### config.mk
export PLATFORM = sky130hd
export DESIGN_NAME = awe_weight_table_ctrl_flat
export DESIGN_NICKNAME = d
export VERILOG_FILES = /design/src/rtl/awe_weight_table_ctrl_if.sv /design/src/rtl/awe_weight_table_ctrl.sv /design/src/flat_wrapper.sv
export SDC_FILE = /design/constraint.sdc
export NUM_CORES = 1
export LEC_CHECK = 0
export BUFFER_PORTS_ARGS = -buffer_cell sky130_fd_sc_hd__buf_2
export CAP_MARGIN = 20
export CORE_MARGIN = 8
export CORE_UTILIZATION = 37
export CTS_CLUSTER_DIAMETER = 100
export CTS_CLUSTER_SIZE = 28
export DETAILED_ROUTE_END_ITERATION = 10
export HOLD_SLACK_MARGIN = 0.08
export PLACE_DENSITY = 0.87
export RECOVER_POWER = 50
export SETUP_SLACK_MARGIN = 0.05
export SLEW_MARGIN = 20
export SYNTH_ARGS = -nofsm -noshare
export SYNTH_HDL_FRONTEND = slang
export SYNTH_SLANG_ARGS = --single-unit
### constraint.sdc
create_clock -name clk_sys -period 1.81 [get_ports clk_sys]
set_input_delay 0 -clock clk_sys [delete_from_list [all_inputs] [get_ports clk_sys]]
set_output_delay 0 -clock clk_sys [all_outputs]
set_load 0.05 [all_outputs]
### src/rtl/awe_weight_table_ctrl_if.sv
// -----------------------------------------------------------------------------
// awe_weight_table_ctrl_if
//   Bundles the signals of the AWE weight table controller. These are the load
//   configuration, the weight stream, the read requesters and both table RAM
//   ports.
//   slave  : the controller side (awe_weight_table_ctrl).
//   master : the environment side (loader, compute lanes, table RAM).
//   Optional macro AWE_WT_CHKSUM_EN adds load_chksum (controller output).
// -----------------------------------------------------------------------------
interface awe_weight_table_ctrl_if #(
    parameter int WIDTH   = 32,
    parameter int W_DEPTH = 8,
    parameter int N_REQ   = 4,
    parameter int ID_W    = 2
) ();
    // load configuration
    logic                       cfg_start;
    logic [W_DEPTH-1:0]         cfg_base;
    logic [W_DEPTH:0]           cfg_len;
    logic                       load_busy;
    logic                       load_done;
    // weight stream
    logic                       wt_valid;
    logic [WIDTH-1:0]           wt_data;
    logic                       wt_ready;
    // read requesters
    logic [N_REQ-1:0]           rd_req;
    logic [N_REQ*W_DEPTH-1:0]   rd_addr;
    logic [N_REQ-1:0]           rd_gnt;
    logic                       rd_valid;
    logic [WIDTH-1:0]           rd_data;
    logic [ID_W-1:0]            rd_id;
    // table RAM ports
    logic [W_DEPTH-1:0]         ram_addra;
    logic [WIDTH-1:0]           ram_dina;
    logic                       ram_wea;
    logic [W_DEPTH-1:0]         ram_addrb;
    logic                       ram_web;
    logic [WIDTH-1:0]           ram_doutb;
`ifdef AWE_WT_CHKSUM_EN
    logic [WIDTH-1:0]           load_chksum;
`endif

    modport slave (
        input  cfg_start, cfg_base, cfg_len, wt_valid, wt_data,
               rd_req, rd_addr, ram_doutb,
        output
`ifdef AWE_WT_CHKSUM_EN
               load_chksum,
`endif
               load_busy, load_done, wt_ready, rd_gnt, rd_valid, rd_data,
               rd_id, ram_addra, ram_dina, ram_wea, ram_addrb, ram_web
    );

    modport master (
        output cfg_start, cfg_base, cfg_len, wt_valid, wt_data,
               rd_req, rd_addr, ram_doutb,
        input
`ifdef AWE_WT_CHKSUM_EN
               load_chksum,
`endif
               load_busy, load_done, wt_ready, rd_gnt, rd_valid, rd_data,
               rd_id, ram_addra, ram_dina, ram_wea, ram_addrb, ram_web
    );
endinterface

### src/rtl/awe_weight_table_ctrl.sv
// -----------------------------------------------------------------------------
// awe_weight_table_ctrl
//   Controller for the AWE dual-port weight table. It writes bulk weight loads
//   from a valid/ready stream into table port A. It also arbitrates table
//   port B between N_REQ read requesters, round-robin, and returns read data
//   tagged with the requester ID.
//
// Ports
//   clk_sys : single clock for all logic and both table ports
//   rst_b   : asynchronous active-low reset
//   bus     : awe_weight_table_ctrl_if.slave. It carries the cfg_* load
//             control, load_busy/load_done, the wt_* stream, the rd_*
//             requester bus and the ram_* table port signals.
//
// Optional macro AWE_WT_CHKSUM_EN
//   Adds bus.load_chksum, the mod-2**WIDTH sum of the words accepted in the
//   last load. It clears on cfg_start and holds from load_done until the next
//   cfg_start.
//
// State table
//   state   | meaning
//   --------+------------------------------------------------------------
//   ST_IDLE | waiting for cfg_start; read arbitration active
//   ST_LOAD | accepting weight beats into port A; reads blocked
//   ST_DONE | one-cycle load_done pulse; reads blocked
// -----------------------------------------------------------------------------
module awe_weight_table_ctrl #(
    parameter int WIDTH   = 32,
    parameter int N_DEPTH = 256,
    parameter int W_DEPTH = 8,
    parameter int N_REQ   = 4,
    parameter int ID_W    = 2
) (
    input  logic                    clk_sys,
    input  logic                    rst_b,
    awe_weight_table_ctrl_if.slave  bus
);

    typedef enum logic [1:0] {
        ST_IDLE = 2'd0,
        ST_LOAD = 2'd1,
        ST_DONE = 2'd2
    } state_t;

    state_t             state_q, state_d;
    logic [W_DEPTH-1:0] base_q, base_d;
    logic [W_DEPTH:0]   len_q, len_d;
    logic [W_DEPTH:0]   cnt_q, cnt_d;
    logic [ID_W-1:0]    ptr_q, ptr_d;
    logic               rd_valid_q, rd_valid_d;
    logic [ID_W-1:0]    rd_id_q, rd_id_d;

    logic               beat;
    logic               gnt_any;
    logic [ID_W-1:0]    gnt_idx;

    // ---------------------------------------------------------------
    // Load sequencer
    // ---------------------------------------------------------------
    always_comb begin
        state_d = state_q;
        base_d  = base_q;
        len_d   = len_q;
        cnt_d   = cnt_q;
        beat    = 1'b0;
        case (state_q)
            ST_IDLE: begin
                if (bus.cfg_start) begin
                    base_d  = bus.cfg_base;
                    len_d   = bus.cfg_len;
                    cnt_d   = '0;
                    state_d = (bus.cfg_len == '0) ? ST_DONE : ST_LOAD;
                end
            end
            ST_LOAD: begin
                beat = bus.wt_valid;
                if (beat) begin
                    cnt_d = cnt_q + 1'b1;
                    if ((cnt_q + 1'b1) == len_q) begin
                        state_d = ST_DONE;
                    end
                end
            end
            ST_DONE: begin
                state_d = ST_IDLE;
            end
            default: begin
                state_d = ST_IDLE;
            end
        endcase
    end

    assign bus.wt_ready  = (state_q == ST_LOAD);
    assign bus.load_busy = (state_q == ST_LOAD);
    assign bus.load_done = (state_q == ST_DONE);
    assign bus.ram_wea   = beat;
    assign bus.ram_dina  = beat ? bus.wt_data : '0;
    // Base plus count taken modulo the depth so a load wraps from the top of the table to 0.
    assign bus.ram_addra = (state_q == ST_LOAD)
                         ? W_DEPTH'(({1'b0, base_q} + cnt_q) % N_DEPTH)
                         : '0;

    // ---------------------------------------------------------------
    // Read arbiter: round-robin search starting after the last grant.
    // Only active in IDLE so readers never observe a partial load.
    // ---------------------------------------------------------------
    always_comb begin : p_arb
        int idx;
        idx     = 0;
        gnt_any = 1'b0;
        gnt_idx = '0;
        if (state_q == ST_IDLE) begin
            for (int i = 1; i <= N_REQ; i++) begin
                idx = (int'(ptr_q) + i) % N_REQ;
                if (!gnt_any && bus.rd_req[idx]) begin
                    gnt_any = 1'b1;
                    gnt_idx = ID_W'(idx);
                end
            end
        end
    end

    assign bus.rd_gnt    = gnt_any ? (N_REQ'(1) << gnt_idx) : '0;
    assign bus.ram_addrb = gnt_any ? bus.rd_addr[gnt_idx*W_DEPTH +: W_DEPTH] : '0;
    assign bus.ram_web   = 1'b0;

    always_comb begin
        ptr_d      = gnt_any ? gnt_idx : ptr_q;
        rd_valid_d = gnt_any;
        rd_id_d    = gnt_any ? gnt_idx : rd_id_q;
    end

    // The RAM returns data one cycle after the address, which lines up with rd_valid_q.
    assign bus.rd_valid = rd_valid_q;
    assign bus.rd_id    = rd_id_q;
    assign bus.rd_data  = rd_valid_q ? bus.ram_doutb : '0;

    // ---------------------------------------------------------------
    // State registers
    // ---------------------------------------------------------------
    always_ff @(posedge clk_sys or negedge rst_b) begin
        if (!rst_b) begin
            state_q    <= ST_IDLE;
            base_q     <= '0;
            len_q      <= '0;
            cnt_q      <= '0;
            ptr_q      <= ID_W'(N_REQ - 1);
            rd_valid_q <= 1'b0;
            rd_id_q    <= '0;
        end else begin
            state_q    <= state_d;
            base_q     <= base_d;
            len_q      <= len_d;
            cnt_q      <= cnt_d;
            ptr_q      <= ptr_d;
            rd_valid_q <= rd_valid_d;
            rd_id_q    <= rd_id_d;
        end
    end

`ifdef AWE_WT_CHKSUM_EN
    logic [WIDTH-1:0] chksum_q, chksum_d;

    always_comb begin
        chksum_d = chksum_q;
        if ((state_q == ST_IDLE) && bus.cfg_start) begin
            chksum_d = '0;
        end else if (beat) begin
            chksum_d = chksum_q + bus.wt_data;
        end
    end

    always_ff @(posedge clk_sys or negedge rst_b) begin
        if (!rst_b) begin
            chksum_q <= '0;
        end else begin
            chksum_q <= chksum_d;
        end
    end

    assign bus.load_chksum = chksum_q;
`endif

endmodule

### src/flat_wrapper.sv
// flat-port wrapper written by rule: the top's interface ports become plain ports
module awe_weight_table_ctrl_flat 
#(
    parameter int WIDTH   = 32,
    parameter int N_DEPTH = 256,
    parameter int W_DEPTH = 8,
    parameter int N_REQ   = 4,
    parameter int ID_W    = 2
)
  (clk_sys, rst_b, bus_cfg_start, bus_cfg_base, bus_cfg_len, bus_wt_valid, bus_wt_data, bus_rd_req, bus_rd_addr, bus_ram_doutb, bus_load_busy, bus_load_done, bus_wt_ready, bus_rd_gnt, bus_rd_valid, bus_rd_data, bus_rd_id, bus_ram_addra, bus_ram_dina, bus_ram_wea, bus_ram_addrb, bus_ram_web);
  awe_weight_table_ctrl_if #(.WIDTH(WIDTH), .W_DEPTH(W_DEPTH), .N_REQ(N_REQ), .ID_W(ID_W)) bus_i ();
  input  logic clk_sys;
  input  logic rst_b;
  input wire logic [$bits(bus_i.cfg_start)-1:0] bus_cfg_start;
  input wire logic [$bits(bus_i.cfg_base)-1:0] bus_cfg_base;
  input wire logic [$bits(bus_i.cfg_len)-1:0] bus_cfg_len;
  input wire logic [$bits(bus_i.wt_valid)-1:0] bus_wt_valid;
  input wire logic [$bits(bus_i.wt_data)-1:0] bus_wt_data;
  input wire logic [$bits(bus_i.rd_req)-1:0] bus_rd_req;
  input wire logic [$bits(bus_i.rd_addr)-1:0] bus_rd_addr;
  input wire logic [$bits(bus_i.ram_doutb)-1:0] bus_ram_doutb;
  output wire logic [$bits(bus_i.load_busy)-1:0] bus_load_busy;
  output wire logic [$bits(bus_i.load_done)-1:0] bus_load_done;
  output wire logic [$bits(bus_i.wt_ready)-1:0] bus_wt_ready;
  output wire logic [$bits(bus_i.rd_gnt)-1:0] bus_rd_gnt;
  output wire logic [$bits(bus_i.rd_valid)-1:0] bus_rd_valid;
  output wire logic [$bits(bus_i.rd_data)-1:0] bus_rd_data;
  output wire logic [$bits(bus_i.rd_id)-1:0] bus_rd_id;
  output wire logic [$bits(bus_i.ram_addra)-1:0] bus_ram_addra;
  output wire logic [$bits(bus_i.ram_dina)-1:0] bus_ram_dina;
  output wire logic [$bits(bus_i.ram_wea)-1:0] bus_ram_wea;
  output wire logic [$bits(bus_i.ram_addrb)-1:0] bus_ram_addrb;
  output wire logic [$bits(bus_i.ram_web)-1:0] bus_ram_web;
  assign bus_i.cfg_start = bus_cfg_start;
  assign bus_i.cfg_base = bus_cfg_base;
  assign bus_i.cfg_len = bus_cfg_len;
  assign bus_i.wt_valid = bus_wt_valid;
  assign bus_i.wt_data = bus_wt_data;
  assign bus_i.rd_req = bus_rd_req;
  assign bus_i.rd_addr = bus_rd_addr;
  assign bus_i.ram_doutb = bus_ram_doutb;
  assign bus_load_busy = bus_i.load_busy;
  assign bus_load_done = bus_i.load_done;
  assign bus_wt_ready = bus_i.wt_ready;
  assign bus_rd_gnt = bus_i.rd_gnt;
  assign bus_rd_valid = bus_i.rd_valid;
  assign bus_rd_data = bus_i.rd_data;
  assign bus_rd_id = bus_i.rd_id;
  assign bus_ram_addra = bus_i.ram_addra;
  assign bus_ram_dina = bus_i.ram_dina;
  assign bus_ram_wea = bus_i.ram_wea;
  assign bus_ram_addrb = bus_i.ram_addrb;
  assign bus_ram_web = bus_i.ram_web;
  awe_weight_table_ctrl #(.WIDTH(WIDTH), .N_DEPTH(N_DEPTH), .W_DEPTH(W_DEPTH), .N_REQ(N_REQ), .ID_W(ID_W)) u_core (.clk_sys(clk_sys), .rst_b(rst_b), .bus(bus_i));
endmodule
* Word-level counts from Yosys, hierarchy flattened *
Index checks and enable logic that the tools add are counted.

storage, ports and cells
  register bits = 33
  input bits = 121
  logic and storage cells = 84
  output and inout port bits = 92

cells by class
  reduce and logical (&&, ||, !) cells = 16
  equal/unequal tests = 6
  shift-type cells = 2
  $add $sub $neg = 6
  bitwise logic cells = 4
  order comparisons = 4
  multiplexer cells = 39

operators by type and width
  cell                                                                  number
  32-bit two-way mux                                                    2
  32-bit by 6-bit indexed part select with 8-bit output                 1
  2-bit two-way mux                                                     9
  9-bit two-way mux                                                     2
  9-bit one-hot mux with 2 select lines                                 1
  1-bit two-way mux                                                     17
  3-bit by 4-bit < comparator with 1-bit output, second input constant  4
  8-bit two-way mux                                                     2
  9-bit by 1-bit adder with 9-bit output, second input constant         1
  9-bit equality test                                                   1
  9-bit logical NOT                                                     1
  8-bit adder                                                           1
  1-bit binary-select mux with 2-bit select                             4
  2-bit OR reduction                                                    4
  3-bit AND reduction                                                   2
  2-bit by 1-bit adder with 2-bit output, second input constant         2
  2-bit adder, second input constant                                    2
  1-bit AND, first input constant                                       4
  4-bit two-way mux                                                     1
  2-bit != test, second input constant                                  2
  2-bit one-hot mux with 2 select lines                                 1
  1-bit by 2-bit << shifter with 4-bit output, first input constant     1
  1-bit logical AND                                                     3
  1-bit logical NOT                                                     3
  6 further kinds                                                       6

* Longest topological paths before layout *
Gate-level depths: netlist of run 1.

  depth in word-level cells = 22
  depth in mapped cells = 7
  mapped depth without buffers = 7

* Least setup slack after synthesis of run 1 *
No wires, ideal clock.

  path kind = register to output
  start = register u_core.ptr_q[1]
  end = output bus_ram_addrb[1]
  data arrival time = 2.521 ns
  data required time = 1.810 ns
  cell stages (with the launch flop) = 7
  slack = -0.711 ns
  buffers on the path = 1
  path through = dfstp_2 mux2i_1 o22ai_2 o21ai_2 buf_6 a211oi_1 a211oi_1

between the ends
  cells in the longest elaborated chain, start to end = 20
  elaborated cells between the ends (all ways) = 37
  those cells by class = add/sub: 4; shift: 1; mux: 26; reduce/logical: 6

RTL lines
  element                                                line                          RTL
  start, declared                                        awe_weight_table_ctrl.sv:49   logic [ID_W-1:0] ptr_q, ptr_d;
  start signal, assigned                                 awe_weight_table_ctrl.sv:147  ptr_q <= ID_W'(N_REQ - 1);
  start signal, assigned                                 awe_weight_table_ctrl.sv:155  ptr_q <= ptr_d;
  2-bit by 1-bit adder with 2-bit output                 awe_weight_table_ctrl.sv:114  idx = (int'(ptr_q) + i) % N_REQ;
  1-bit binary-select mux with 2-bit select              awe_weight_table_ctrl.sv:115  if (!gnt_any && bus.rd_req[idx]) begin
  1-bit two-way mux (not written as such) (2 in a row)   awe_weight_table_ctrl.sv:115
  1-bit two-way mux                                      awe_weight_table_ctrl.sv:115
  1-bit two-way mux                                      awe_weight_table_ctrl.sv:112  if (state_q == ST_IDLE) begin
  1-bit logical NOT                                      awe_weight_table_ctrl.sv:115
  1-bit logical AND                                      awe_weight_table_ctrl.sv:115
  1-bit two-way mux                                      awe_weight_table_ctrl.sv:115
  [... 3 more ...]                                       --
  1-bit two-way mux                                      awe_weight_table_ctrl.sv:115
  1-bit two-way mux                                      awe_weight_table_ctrl.sv:112
  1-bit logical NOT                                      awe_weight_table_ctrl.sv:115
  1-bit logical AND                                      awe_weight_table_ctrl.sv:115
  2-bit two-way mux                                      awe_weight_table_ctrl.sv:115
  2-bit two-way mux                                      awe_weight_table_ctrl.sv:112
  32-bit by 6-bit indexed part select with 8-bit output  awe_weight_table_ctrl.sv:124  assign bus.ram_addrb = gnt_any ? bus.rd_addr[gnt_idx*W_DEPTH +: W_DEPTH] : '0;
  8-bit two-way mux *                                    awe_weight_table_ctrl.sv:124
  end, declared                                          flat_wrapper.sv:32            output wire logic [$bits(bus_i.ram_addrb)-1:0] bus_ram_addrb;

Mark *: on every way between the ends. The rest lies on a longest branch, timed or not. The select of a mux whose other input is x is not followed.

* Final worst setup path of run 1 *
  start = register u_core.ptr_q[1]
  end = output bus_ram_addrb[2]

The elaborated chain is that of the path after synthesis.

==> results of run 1 <==
-- path summary, 6_finish.rpt --
kind,startpoint,to,slack (ns)
setup / recovery,u_core.ptr_q[1]$_DFFE_PN1P_,bus_ram_addrb[2],-0.50
max in group asynchronous,rst_b,u_core.cnt_q[1]$_DFFE_PN0P_,0.89
hold / removal,bus_wt_valid,u_core.state_q[1]$_DFFE_PN0P_,0.15
setup reg to reg,u_core.cnt_q[0]$_DFFE_PN0P_,u_core.state_q[0]$_DFFE_PN0P_,-0.15
min in group asynchronous,rst_b,u_core.base_q[6]$_DFFE_PN0P_,0.35
hold reg to reg,u_core.bus.rd_id[0]$_DFFE_PN0P_,u_core.bus.rd_id[0]$_DFFE_PN0P_,0.51
-- power groups by stage --
| stage | registers, mW | clock network, mW | logic, mW |
|---|---|---|---|
| floorplan | 1.39 | 0 | 3.84 |
| global placement | 1.36 | 0 | 5.15 |
| detailed placement | 1.39 | 0 | 5.24 |
| CTS | 1.36 | 0.559 | 6.08 |
| global route | 1.43 | 0.587 | 6.90 |
| finish | 1.37 | 0.548 | 6.53 |
-- through the flow --
step | power (mW) | utilization, % | setup slack, ns | area, µm² | hold WS, ns
floorplan | 5.223 | - | -0.1304 | 3067 | -0.2956
global placement | 6.512 | 57.08 | -0.2120 | 4388 | 0.09741
detailed placement | 6.637 | 57.08 | -0.2554 | 4388 | 0.1055
CTS | 7.998 | 67.11 | -0.4528 | 5159 | 0.07334
global route | 8.910 | 69.92 | -0.5871 | 5375 | 0.1629
finish | 8.453 | 69.92 | -0.4952 | 5375 | 0.1496
-- worst max-delay path, delay by kind of cell, from the launching register on --
kind                   cells  cell delay (ns)
buffers and inverters      3             0.47
AO/OA/AOI/OAI              3             0.41
flip-flops                 1             0.59
multiplexers               2             0.54
-- flip-flops by register name, indices dropped and copies added, names as in the netlist --
signal / count
u_core.bus.rd_valid: 1
u_core.state_q: 2
u_core.ptr_q: 2
u_core.cnt_q: 9
u_core.bus.rd_id: 2
u_core.len_q: 9
u_core.base_q: 8
-- cells in the mapped netlist (2+ instances only) --
library cell and instances:
and2_1 37, and3_1 34, dfrtp_1 31, nand2_1 20, mux2_2 18, mux2i_1 16, o21ai_0 16, clkbuf_1 12
nor2_1 12, inv_1 9, xnor2_1 9, ha_1 8, nand2b_1 8, a21oi_1 6, buf_2 6, o22ai_1 6
a211oi_1 5, a31oi_1 5, buf_4 5, nand3_1 5, o31ai_1 5, or3_1 4, xor2_1 4, nand4_1 3
o21bai_1 3, a21o_1 2, a22o_1 2, dfstp_2 2, nor2b_1 2, o211a_1 2
-- layer usage --
layer,routed length [µm],vias to the layer above,GRT usage [%]
li1,-,1728,-
met2,7171,184,41.76
met5,0,-,0
met3,888,41,5.590
met4,508,0,8.970
met1,4663,1831,21.64
-- what timing repair did --
item,CTS,global route
gates cloned,2,1
buffers inserted,23,15
setup endpoints to repair,78,81
pin swaps,19,20
gates resized for setup,78,44
hold buffers,19,0
hold endpoints to repair,50,0
-- kinds of logic (layout without fill, tap and decap cells) --
kind of cell	after synthesis	count (layout)	synth area share (%)
multiplexers	34	34	12.48
AND/OR/NAND/NOR	135	135	26.86
buffers and inverters	33	309	5.424
AO/OA/AOI/OAI	70	70	17.99
other	1	2	0.1290
XOR/XNOR	14	14	4.477
flip-flops	33	33	28.50
adder cells (fa/ha/maj)	9	9	4.133
-- final cells by class --
| class | instances | area [µm²] |
|---|---|---|
| Tap cell | 102 | 127.6 |
| Inverter | 9 | 35.03 |
| Timing Repair Buffer | 292 | 1977 |
| Clock buffer | 5 | 68.82 |
| Multi-Input combinational cell | 263 | 2317 |
| Clock inverter | 3 | 17.52 |
| Antenna cell | 1 | 2.502 |
| Sequential cell | 33 | 829.5 |
| Fill cell | 551 | 2312 |
==> flow_summary.json, run 1 <==
{
  "start_util_pct": 37.81,
  "min_period_ns": 2.305,
  "grt_max_degree": 45,
  "cts_tree": "yes",
  "die_x_um": 104.6,
  "final-setup-viol-count": 22,
  "crit_slowest_cell": "dfstp_2",
  "slew_headroom_pct": 44.89,
  "rr_worst_depth": 7,
  "path_max_fanout": 5,
  "avgSynthCellArea_um2": 8.834,
  "dr.pass1.iters": 4,
  "slew_viol_final": 0,
  "hold_class": "primary input to register",
  "cts-root-buf": "clkbuf_8",
  "p_sw_share_pct": 52.88,
  "die_height_um": 104.6,
  "dp_hpwl_um": 9124,
  "synth-async-reset-ratio_pct": 100.0,
  "rsz0062_at_grt": "true",
  "cp.arrival_ns": 2.31,
  "ys.flop_type": "dfrtp_1",
  "grtUsageTotal_pct": 21.74,
  "skew_ns": 0.002863,
  "synth_edf_count": 0,
  "final_nets": 734,
  "syn_to_final_growth_pct": 84.93,
  "p_leak_nw": 2.764,
  "clockBufferDepth": 2,
  "finalNonFillerCells": 708,
  "cts.sinks": 33,
  "fin_ws_ns": -0.4952,
  "clkTransAtPathRegs_ns": 0.07,
  "crit_path_end_kind": "output pin",
  "maxCapViolations": 0,
  "mostFrequentLayoutCells": "buf_2, buf_4, and2_1",
  "drtIter0Drc": 186,
  "rows": 32,
  "port_buffers": 211,
  "max_freq_mhz": 433.8,
  "violations": "negative setup slack",
  "synth_top_area_share_pct": 26.69,
  "clkPwrFrac_pct": 6.5,
  "floorplan.die_area_um2": 10950,
  "p_comb_share_pct": 77.3,
  "p_switching_mw": 4.470,
  "synth_cells": 329,
  "startpoint_type": "register",
  "synth_top_cell_by_area": "dfrtp_1",
  "io_pins": 213,
  "outcome": "complete, but fails checks",
  "grt_overflow": 0,
  "fin_crit_sh_pct": 127.4,
  "tns_ns": -7.131,
  "hold_viol": 0,
  "drive_gt1_share_pct": 61.98,
  "cp.required_ns": 1.81,
  "ys_ff_latch": 33,
  "clkLatencyLatePin_ns": 0.29,
  "grt_pass1_wl_um": 19950,
  "post_drt_via_cell_ratio": 5.345,
  "place_congestion": 0.8967,
  "synth.net_count": 459,
  "cpPeakStageDelay_ns": 0.59,
  "first_global_vias": 3879,
  "peakVddDrop_v": 0.0008450,
  "wl_per_cell_um": 18.69,
  "wl_um": 13230,
  "sequentialPowerShare_pct": 16.3,
  "hold_depth": 5,
  "synthesis.area_um2": 2907,
  "core_area_um2": 7687,
  "path_cells": "mux2i_2, o22ai_4, o21ai_4, buf_6, buf_12, mux2i_2, o22ai_2, buf_6",
  "cts_buffers": 5,
  "yosysWarnings": 0,
  "synth.area.top_cells": "dfrtp_1, and2_1, and3_1, mux2_2, mux2i_1",
  "vias": 3784,
  "yosysSeqAreaShare_pct": 28.50,
  "antenna_found_initial": 1,
  "worst_pin_slew_ns": 0.8266,
  "internal_power_mw": 3.982,
  "critical_path_class": "register to output pin",
  "final_common_cell": "buf_2",
  "ant_nets": 0,
  "numPlacedInstances": 650,
  "ys_types": 62,
  "drcViolationCount": 0,
  "htreeDepth": 2,
  "power_density_nw_per_um2": 1573
}
Power figures use the tool's default switching activity.
==> run 2, diff against run 1 <==
--- a/config.mk
+++ b/config.mk
@@ -5,7 +5,7 @@
 export SDC_FILE = /design/constraint.sdc
 export NUM_CORES = 1
 export LEC_CHECK = 0
-export BUFFER_PORTS_ARGS = -buffer_cell sky130_fd_sc_hd__buf_2
+export BUFFER_PORTS_ARGS = -buffer_cell sky130_fd_sc_hd__buf_4
 export CAP_MARGIN = 20
 export CORE_MARGIN = 8
 export CORE_UTILIZATION = 37
==> run 2 against run 1 <==
Compared with the run above: the run still ends with negative setup slack left; cell count down 1.8%; worst hold slack worse by 0.038 ns; count of clock-buffer cells in the layout grew 2; wire length grew 0.85%; via count decreased by 4.2%; register-to-register slack barely moved; fmax fell by 2.6%; clock skew about the same; critical path type unchanged; critical endpoint is now bus_ram_addra[6]; largest power group unchanged.
==> flow_summary.json, run 2 (same netlist as run 1, synthesis figures left out) <==
{
  "outcome": "complete, but fails checks",
  "violations": "negative setup slack",
  "skew_ns": 0.002880,
  "die_x_um": 104.6,
  "cp.required_ns": 1.81,
  "grtUsageTotal_pct": 21.97,
  "hold_viol": 0,
  "crit_slowest_cell": "dfrtp_1",
  "maxCapViolations": 0,
  "io_pins": 213,
  "clkLatencyLatePin_ns": 0.28,
  "dpl_worst_slack_ns": -0.2146,
  "path_cells": "ha_2, fa_2, a21o_1, a21oi_2, o21bai_1, a21oi_2, mux2i_4, buf_6",
  "hold_class": "primary input to register",
  "fin_crit_sh_pct": 130.7,
  "clockBufferDepth": 2,
  "die_height_um": 104.6,
  "final-setup-viol-count": 45,
  "start_util_pct": 37.81,
  "numPlacedInstances": 649,
  "drcViolationCount": 0,
  "cp.arrival_ns": 2.37,
  "rsz0062_at_grt": "true",
  "grt_max_degree": 45,
  "clkTransAtPathRegs_ns": 0.07,
  "finalNonFillerCells": 695,
  "wl_per_cell_um": 19.20,
  "use_met3_pct": 4.545,
  "multi_input_area_um2": 2376,
  "num_antenna_cells": 0,
  "cts_buffers": 5,
  "critical_path_class": "register to output pin",
  "ant_nets": 0,
  "place_congestion": 0.8746,
  "final_common_cell": "buf_4",
  "syn_to_final_growth_pct": 98.58,
  "dp_hpwl_um": 9311,
  "first_global_vias": 3774,
  "cpPeakStageDelay_ns": 0.41,
  "dr.pass1.iters": 4,
  "grt_overflow": 0,
  "power_density_nw_per_um2": 1491,
  "grtUsageMet2_pct": 42.49,
  "rows": 32,
  "cts.sinks": 33,
  "vias": 3625,
  "grt_busiest_layer": "met2",
  "startpoint_type": "register",
  "crit_path_end_kind": "output pin",
  "grt_pass1_wl_um": 19970,
  "drtIter0Drc": 149,
  "port_buffers": 211,
  "largestRegisters": "u_core.cnt_q x9, u_core.len_q x9, u_core.base_q x8",
  "htreeDepth": 2,
  "grt_use_met1_pct": 23.54,
  "min_period_ns": 2.366,
  "seqCellArea_um2": 829.5,
  "post_drt_via_cell_ratio": 5.216,
  "cts-root-buf": "clkbuf_8",
  "mostFrequentLayoutCells": "buf_4, and3_1, dfrtp_1",
  "fill_cells": 494,
  "max_freq_mhz": 422.6,
  "drive_gt1_share_pct": 61.38,
  "antenna_found_initial": 0,
  "slew_headroom_pct": 43.02,
  "core_area_um2": 7687,
  "worst_pin_slew_ns": 0.8547,
  "peakVddDrop_v": 0.0008459,
  "cts_tree": "yes",
  "final_nets": 722,
  "p_leak_nw": 2.856,
  "floorplan.die_area_um2": 10950,
  "fin_ws_ns": -0.5561,
  "cp_common_cell": "a21oi_2",
  "path_max_fanout": 2,
  "wl_um": 13340,
  "slew_viol_final": 0
}
[run 2: cell types whose count changed in the layout (fill, tap and decap cells not counted), moves of 4 or more]
cell,before,now
buf_2,179,0
buf_4,41,205
and2_1,35,22
and2_0,1,12
clkbuf_2,11,16
mux2i_2,8,4
[run 2: cell type report]
| cell class | count | share of cell area (%) |
|---|---|---|
| multi-input combinational | 263 | 41.17 |
| timing repair buffer | 280 | 39.89 |
| sequential | 33 | 14.37 |
| tap | 102 | 2.211 |
| clock buffer | 7 | 1.669 |
| inverter | 9 | 0.6070 |
| clock inverter | 1 | 0.08671 |
[run 2: stage by stage]
| step | hold slack (ns) | TNS [ns] | power [mW] | cell area (µm²) | util [%] |
|---|---|---|---|---|---|
| CTS | 0.1059 | -5.223 | 8.416 | 5657 | 73.58 |
| global route | 0.1265 | -10.87 | 9.015 | 5772 | 75.08 |
| floorplan | -0.2956 | -0.5442 | 5.223 | 3067 | - |
| global placement | -0.03838 | -0.4533 | 6.919 | 4921 | 64.01 |
| finish | 0.1113 | -8.134 | 8.604 | 5772 | 75.08 |
| detailed placement | -0.02872 | -0.9102 | 7.051 | 4921 | 64.01 |
[run 2: critical path: cells and delay by family, from the launching register on]
| kind | cells | cell delay (ns) |
|---|---|---|
| fa+ha+maj | 2 | 0.57 |
| compound gates | 4 | 0.66 |
| buf+inv | 1 | 0.18 |
| mux | 1 | 0.26 |
| flops | 1 | 0.41 |
[run 2: layer usage]
layer	vias up	routed length, µm	part of all wire (%)
li1	1706	-	-
met1	1760	4905	37
met2	146	7501	56
met3	13	771	5.8
met4	0	165	1.2
met5	-	0	0
[run 2: power by group]
part	total (mW)	switching [mW]	internal, mW
combinational	6.57	3.83	2.74
sequential	1.41	0.363	1.05
clock	0.622	0.278	0.344
[run 2: final timing paths]
path,end,cells past startpoint,slack [ns],startpoint
max,bus_ram_addra[6],8,-0.56,u_core.cnt_q[0]$_DFFE_PN0P_
min,u_core.state_q[1]$_DFFE_PN0P_,5,0.11,bus_cfg_len[4]
max reg2reg,u_core.state_q[0]$_DFFE_PN0P_,7,-0.16,u_core.cnt_q[0]$_DFFE_PN0P_
min reg2reg,u_core.bus.rd_id[1]$_DFFE_PN0P_,2,0.49,u_core.bus.rd_id[1]$_DFFE_PN0P_
max in group asynchronous,u_core.cnt_q[1]$_DFFE_PN0P_,2,0.87,rst_b
min in group asynchronous,u_core.len_q[0]$_DFFE_PN0P_,2,0.36,rst_b
[run 2: timing repair]
item                                   CTS  global route
setup endpoints to repair               21            59
buffers inserted                        17             9
hold buffers                            20             0
endpoints found under the hold margin   53             0
resized for setup                       60            37
cloned                                   1             1
pin swaps                               29            29
